File: src/rtl/mc_pad_ctrl_pkg.sv
// mc_pad_ctrl_pkg -- shared types and default sizing for the pad I/O controller.
// Holds the controller state enum and the default values of the top-level
// parameters so that the top, the synchronizer and any integrating block
// agree on them.

package mc_pad_ctrl_pkg;

    // Default width of the bidirectional pad bank.
    localparam int DefaultNumPads    = 8;

    // Default number of dead cycles inserted on every drive-direction change.
    localparam int DefaultTurnCycles = 2;

    // Default depth of the input synchronizer (only used when the synchronizer
    // is built in).
    localparam int DefaultSyncStages = 2;

    // Controller states.
    //   RX_IDLE : pads released, waiting for a request
    //   TX_IDLE : pads driven, waiting for a request
    //   TURN    : bus dead time while the drive direction changes
    //   SETTLE  : waiting for the synchronizer to flush a fresh pad value
    //   RESP    : read data presented until the consumer takes it
    typedef enum logic [2:0] {
        RX_IDLE = 3'd0,
        TX_IDLE = 3'd1,
        TURN    = 3'd2,
        SETTLE  = 3'd3,
        RESP    = 3'd4
    } padState_e;

endpackage : mc_pad_ctrl_pkg

File: src/rtl/mc_pad_sync.sv
// mc_pad_sync -- multi-flop synchronizer for the asynchronous pad inputs.
// Every bit passes through Depth flops clocked by clk_i; the chain clears to
// zero under the synchronous active-high reset. Only instantiated by
// mc_pad_io_ctrl when MC_PAD_IO_CTRL_SYNC_EN is defined.

module mc_pad_sync #(
    parameter int Width = 8,
    parameter int Depth = 2
) (
    input  logic             clk_i,
    input  logic             rst_i,
    input  logic [Width-1:0] d_i,
    output logic [Width-1:0] q_o
);

    logic [Width-1:0] stage_q [Depth];

    // Shift the raw pad value down the chain one flop per clock.
    always_ff @(posedge clk_i) begin
        if (rst_i) begin
            for (int i = 0; i < Depth; i++) begin
                stage_q[i] <= '0;
            end
        end else begin
            stage_q[0] <= d_i;
            for (int i = 1; i < Depth; i++) begin
                stage_q[i] <= stage_q[i-1];
            end
        end
    end

    assign q_o = stage_q[Depth-1];

endmodule : mc_pad_sync

File: src/rtl/mc_pad_io_ctrl.sv
// mc_pad_io_ctrl -- request/response controller for a bidirectional pad bank.
// A write drives req_data_i onto the pads, a read releases the pads and
// returns the sampled pad value on the response channel. Every change of
// drive direction inserts TurnCycles dead cycles with the output enable low.
//
// Build option: define MC_PAD_IO_CTRL_SYNC_EN to route pad_d_i through a
// SyncStages-deep synchronizer (mc_pad_sync) and wait in SETTLE for it to
// flush before capturing. Without the macro pad_d_i is captured directly,
// SETTLE is never entered and SyncStages has no effect on behaviour.

module mc_pad_io_ctrl
    import mc_pad_ctrl_pkg::*;
#(
    parameter int NumPads    = DefaultNumPads,
    parameter int TurnCycles = DefaultTurnCycles,
    parameter int SyncStages = DefaultSyncStages
) (
    input  logic               clk_i,
    input  logic               rst_i,

    input  logic               req_valid_i,
    output logic               req_ready_o,
    input  logic               req_write_i,
    input  logic [NumPads-1:0] req_data_i,

    output logic               rsp_valid_o,
    input  logic               rsp_ready_i,
    output logic [NumPads-1:0] rsp_data_o,

    output logic [NumPads-1:0] pad_d_o,
    output logic               pad_oe_o,
    input  logic [NumPads-1:0] pad_d_i,

    output logic               busy_o
);

    // Elaboration-time guard on the parameter ranges the timing relies on.
    if (TurnCycles < 1) begin : gen_bad_turn_cycles
        $error("mc_pad_io_ctrl: TurnCycles must be >= 1");
    end
    if (SyncStages < 2) begin : gen_bad_sync_stages
        $error("mc_pad_io_ctrl: SyncStages must be >= 2");
    end

    // The turnaround counter only has to reach TurnCycles-1; sizing it for
    // TurnCycles+1 values keeps it at least one bit wide when TurnCycles is 1.
    localparam int TurnW = $clog2(TurnCycles + 1);
    localparam logic [TurnW-1:0] TurnLast = TurnW'(TurnCycles - 1);

    padState_e         state_q;
    logic              padOe_q;
    logic [NumPads-1:0] padD_q;
    logic              rspValid_q;
    logic [NumPads-1:0] rspData_q;
    logic [NumPads-1:0] wrData_q;
    logic              wrPending_q;
    logic [TurnW-1:0]  turnCnt_q;

    // Value that a read captures: the synchronizer output or the raw pads.
    logic [NumPads-1:0] sampleData;

`ifdef MC_PAD_IO_CTRL_SYNC_EN
    localparam int SettleW = $clog2(SyncStages + 1);
    localparam logic [SettleW-1:0] SettleLast = SettleW'(SyncStages - 1);

    logic [SettleW-1:0] settleCnt_q;

    mc_pad_sync #(
        .Width (NumPads),
        .Depth (SyncStages)
    ) u_pad_sync (
        .clk_i (clk_i),
        .rst_i (rst_i),
        .d_i   (pad_d_i),
        .q_o   (sampleData)
    );
`else
    assign sampleData = pad_d_i;
`endif

    // Main controller: state, pad drive, response channel and counters all
    // live in this one registered process so every output is a flop.
    always_ff @(posedge clk_i) begin
        if (rst_i) begin
            state_q     <= RX_IDLE;
            padOe_q     <= 1'b0;
            padD_q      <= '0;
            rspValid_q  <= 1'b0;
            rspData_q   <= '0;
            wrData_q    <= '0;
            wrPending_q <= 1'b0;
            turnCnt_q   <= '0;
`ifdef MC_PAD_IO_CTRL_SYNC_EN
            settleCnt_q <= '0;
`endif
        end else begin
            case (state_q)
                RX_IDLE: begin
                    if (req_valid_i) begin
                        if (req_write_i) begin
                            // Pads are released: hold the data until the
                            // dead time has passed, then drive it.
                            wrData_q    <= req_data_i;
                            wrPending_q <= 1'b1;
                            turnCnt_q   <= '0;
                            state_q     <= TURN;
                        end else begin
`ifdef MC_PAD_IO_CTRL_SYNC_EN
                            settleCnt_q <= '0;
                            state_q     <= SETTLE;
`else
                            rspData_q   <= sampleData;
                            rspValid_q  <= 1'b1;
                            state_q     <= RESP;
`endif
                        end
                    end
                end

                TX_IDLE: begin
                    if (req_valid_i) begin
                        if (req_write_i) begin
                            // Already driving: just update the pad value.
                            padD_q <= req_data_i;
                        end else begin
                            // Release the bus first, then wait out the
                            // dead time before looking at the pads.
                            padOe_q     <= 1'b0;
                            wrPending_q <= 1'b0;
                            turnCnt_q   <= '0;
                            state_q     <= TURN;
                        end
                    end
                end

                TURN: begin
                    if (turnCnt_q == TurnLast) begin
                        turnCnt_q <= '0;
                        if (wrPending_q) begin
                            // Output enable and the new data go live together.
                            padOe_q     <= 1'b1;
                            padD_q      <= wrData_q;
                            wrPending_q <= 1'b0;
                            state_q     <= TX_IDLE;
                        end else begin
`ifdef MC_PAD_IO_CTRL_SYNC_EN
                            settleCnt_q <= '0;
                            state_q     <= SETTLE;
`else
                            rspData_q   <= sampleData;
                            rspValid_q  <= 1'b1;
                            state_q     <= RESP;
`endif
                        end
                    end else begin
                        turnCnt_q <= turnCnt_q + TurnW'(1);
                    end
                end

`ifdef MC_PAD_IO_CTRL_SYNC_EN
                SETTLE: begin
                    // Give the synchronizer time to flush values that were
                    // on the pads before they were released.
                    if (settleCnt_q == SettleLast) begin
                        settleCnt_q <= '0;
                        rspData_q   <= sampleData;
                        rspValid_q  <= 1'b1;
                        state_q     <= RESP;
                    end else begin
                        settleCnt_q <= settleCnt_q + SettleW'(1);
                    end
                end
`endif

                RESP: begin
                    // Hold the captured value until the consumer takes it;
                    // the completing cycle does not accept a new request.
                    if (rsp_ready_i) begin
                        rspValid_q <= 1'b0;
                        state_q    <= RX_IDLE;
                    end
                end

                default: begin
                    padOe_q     <= 1'b0;
                    rspValid_q  <= 1'b0;
                    wrPending_q <= 1'b0;
                    turnCnt_q   <= '0;
                    state_q     <= RX_IDLE;
                end
            endcase
        end
    end

    // Requests are only taken while idle, in either drive direction.
    assign req_ready_o = (state_q == RX_IDLE) || (state_q == TX_IDLE);
    assign busy_o      = !req_ready_o;

    assign rsp_valid_o = rspValid_q;
    assign rsp_data_o  = rspData_q;
    assign pad_d_o     = padD_q;
    assign pad_oe_o    = padOe_q;

endmodule : mc_pad_io_ctrl

File: config.mk
export PLATFORM = sky130hd
export DESIGN_NAME = mc_pad_io_ctrl
export DESIGN_NICKNAME = d
export VERILOG_FILES = /design/src/rtl/mc_pad_ctrl_pkg.sv /design/src/rtl/mc_pad_sync.sv /design/src/rtl/mc_pad_io_ctrl.sv
export SDC_FILE = /design/constraint.sdc
export NUM_CORES = 1
export LEC_CHECK = 0
export BUFFER_PORTS_ARGS = -buffer_cell sky130_fd_sc_hd__buf_2
export CAP_MARGIN = 30
export CORE_UTILIZATION = 30
export DETAILED_ROUTE_END_ITERATION = 10
export PLACE_DENSITY = 0.49
export SYNTH_ARGS = -nofsm -noshare
export SYNTH_HDL_FRONTEND = slang
export SYNTH_HIERARCHICAL = 1
export SYNTH_SLANG_ARGS = --single-unit
File: constraint.sdc
create_clock -name clk_i -period 2.1 [get_ports clk_i]
set_input_delay 0.42 -clock clk_i [delete_from_list [all_inputs] [get_ports clk_i]]
set_output_delay 0.42 -clock clk_i [all_outputs]
set_load 0.005 [all_outputs]
==> qor.yml <==
cells_and_area:
  final_util_pct: 39.7
  area_growth_pct: 23.2
  diodes: 0
  final_layout_size_suffix_gt1_share_pct: 32.0
  final_cells: 246
  nets: 214
sta:
  setup-tns-final_ns: 0
  fmax_mhz: 577
  hold_slack_ns: 0.386
  skew_ns: 0.00495
  setup_viol: 0
  final_hold_viol_count: 0
  finalCriticalPeriod_ns: 1.73
  worstMarginPinSlew_ns: 0.475
  maxSlewViolCount: 0
  maxSlewHeadroom_pct: 68.3
  rsz0062_at_grt: "no"
  finalCritPeriodShare_pct: 82.5
detailed_routing:
  drtIter0Drc: 47
  wl_per_cell_um: 13.7
  top_layer: "met4"
  firstDrtPassIters: 4
  dr_wl_met3_um: 184
  wl_met1_um: 1540
  drcViolationCount: 0
  via_per_inst: 5.13
  dr_wl_met2_um: 1620
  drt-total-wl_um: 3380
  final_antenna_net_count: 0
  num_vias: 1263
worst_setup_path:
  cpMaxStageDelayCell: "dfxtp_1"
  worstReg2RegStart: "state_q[0]"
  cp.required_ns: 2.30
  r2r_slack_ns: 0.37
  start_kind: "flop"
  crit_type: "flop to flop"
  r2r_end: "wrPending_q"
  critical_path_arrival_ns: 1.93
  slowest_delay_ns: 0.62
  worst_setup_path_end_kind: "flop"
  crit_chain: "nor2_1, mux2_2, a221o_2, a211oi_1"
  crit_fanout: 13
  ff2ff_path_depth: 4
clock_network:
  clk_latency_ns: 0.28
  cts-hold-fix-buffers: 0
  post-cts-setup-buffers: 0
  cts_max_path_buffers: 2
  cts_tree: "done"
  clkSlewWorstSetupHoldPaths_ns: 0.07
  cts-root-buf: "clkbuf_8"
  cts_max_level: 2
  cts_resized: 0
  cts.sinks: 32
  cts_buffers: 5
yosys:
  syn-num-nets: 172
  ys_warn_count: 6
  ys_ff_latch: 32
  synth_area_um2: 1450
  synth_top_family_by_area: "compound AO/OA/AOI/OAI gates"
  synthMuxAreaShare_pct: 11.8
  synth_xor_area_share_pct: 0.604
  synth_compound_area_share_pct: 22.0
  yosys.area_share.simple_pct: 15.8
  yosysUniqueCellTypes: 36
  synth_seq_area_share_pct: 44.2
  synth_fa_ha_area_share_pct: 0
  syn_inst: 151
  avgSynthCellArea_um2: 9.60
power_and_ir_drop:
  ir_worst_vdd_mv: 0.369
  power.total_w: 0.00145
  p_leak_nw: 0.715
  power_density_nw_per_um2: 811
hold_path:
  hp-start: "req_data_i[3]"
  whs_endpoint: "wrData_q[3]"
  hp-class: "input port to flop"
  hold_depth: 3
placement:
  dp.cells: 238
  gp_congestion: 0.762
  io_buffers: 40
  dpl.hpwl_um: 2400
grt:
  grt_first_pass_wirelength_um: 5610
  gr-total-overflow: 0
  grt_antenna_before_repair: 0
  grt.total_usage_pct: 14.0
  grt_pass1_vias: 1258
  grt_max_degree: 22
floorplan:
  initial_utilization_pct: 32.2
  io_pins: 41
  chipHeight_um: 71.5
  dieArea_um2: 5120
  die_w_um: 71.5
  core_um2: 4500
  rows: 24
job:
  drv_cap: 0
run_status:
  outcome: "completed"
## metrics by stage
step                      area [µm²]  setup slack (ns)
after floorplan                 1450             0.661
after global placement          1680             0.441
after detailed placement        1680             0.386
after CTS                       1790             0.381
after global routing            1790             0.294
final                           1790             0.368
## layer usage
metal,vias to the layer above,track usage [%]
met5,-,0
met4,0,3.92
li1,629,-
met3,5,5.06
met2,34,24.8
met1,595,15.9
## power breakdown
part / switching, W / internal, W
registers: 0.0000255 / 0.000639
clock network: 0.000218 / 0.000352
logic: 0.000117 / 0.0000992
## synth_stat cells
cell type,count,area [µm²]
buf_2,1,5.00
nor4_1,1,6.26
dfxtp_1,32,641
buf_12,1,20.0
nand3b_1,1,7.51
nor2_1,19,71.3
buf_6,1,11.3
a21oi_1,14,70.1
and2b_1,1,7.51
nor2_2,2,12.5
o21a_1,1,7.51
a32o_4,1,21.3
nand3_1,10,50.1
o22ai_1,1,6.26
nand2_1,1,3.75
inv_1,4,15.0
mux2_2,1,11.3
a211oi_1,8,60.1
and4bb_2,1,12.5
a221o_2,1,11.3
o311a_1,1,10.0
clkbuf_1,4,15.0
a211oi_2,2,25.0
a32oi_1,1,8.76
o21ai_2,1,8.76
o31ai_1,1,7.51
or2b_1,1,7.51
a211o_1,1,8.76
mux2i_1,16,160
buf_4,2,15.0
nand2b_1,3,18.8
nor3b_4,1,18.8
xor2_1,1,8.76
nor2b_1,2,12.5
o21ai_0,11,55.1
a21boi_4,1,18.8
## kinds of logic (layout without fill, tap and decap cells)
| kind of cell | after synthesis | in the layout |
|---|---|---|
| DFF | 32 | 32 |
| AOI/OAI and AO/OA | 45 | 45 |
| and+or+nand+nor | 43 | 43 |
| buffers and inverters | 13 | 56 |
| xor gates and xnor gates | 1 | 1 |
| muxes | 17 | 17 |
## sequential cells by signal (all words and copies together) (netlist names)
name and cells:
wrPending_q 1, rsp_data_o 8, turnCnt_q 2, state_q 3, wrData_q 8, pad_oe_o 1, rsp_valid_o 1, pad_d_o 8
## layout by cell type, fill, tap and decap left out, types with 3 or more instances in the layout
cell      count
mux2i_1      16
o21ai_0      11
clkbuf_8      5
a211oi_1      8
nand2b_1      3
inv_1         4
buf_4         4
nor2_1       19
buf_2        40
nand3_1      10
dfxtp_1      32
a21oi_1      14
## how the worst max path moves through the flow
stage	startpoint	to	slack (ns)	cells past startpoint
floorplan	state_q[2]	pad_d_o[3]	0.66	6
global placement	state_q[0]	wrPending_q	0.44	4
detailed placement	state_q[0]	wrPending_q	0.39	4
CTS	state_q[0]	wrPending_q	0.38	4
global route	state_q[1]	pad_d_o[0]	0.29	4
finish	state_q[0]	wrPending_q	0.37	4
## final cells by class
cell class                 count  area, µm²
clock inverter                 2       35.0
fill                         455       2720
multi-input combinational    106        728
clock buffer                   6       72.6
tap                           52       65.1
sequential                    32        641
timing repair buffer          44        230
inverter                       4       15.0
## critical path, delay by kind of cell, from the launching register on
kind,cells,cell delay (ns)
AO/OA/AOI/OAI,2,0.58
flip-flops,1,0.62
multiplexers,1,0.29
AND/OR/NAND/NOR,1,0.16
No activity file was read; power rests on OpenSTA's default activity.
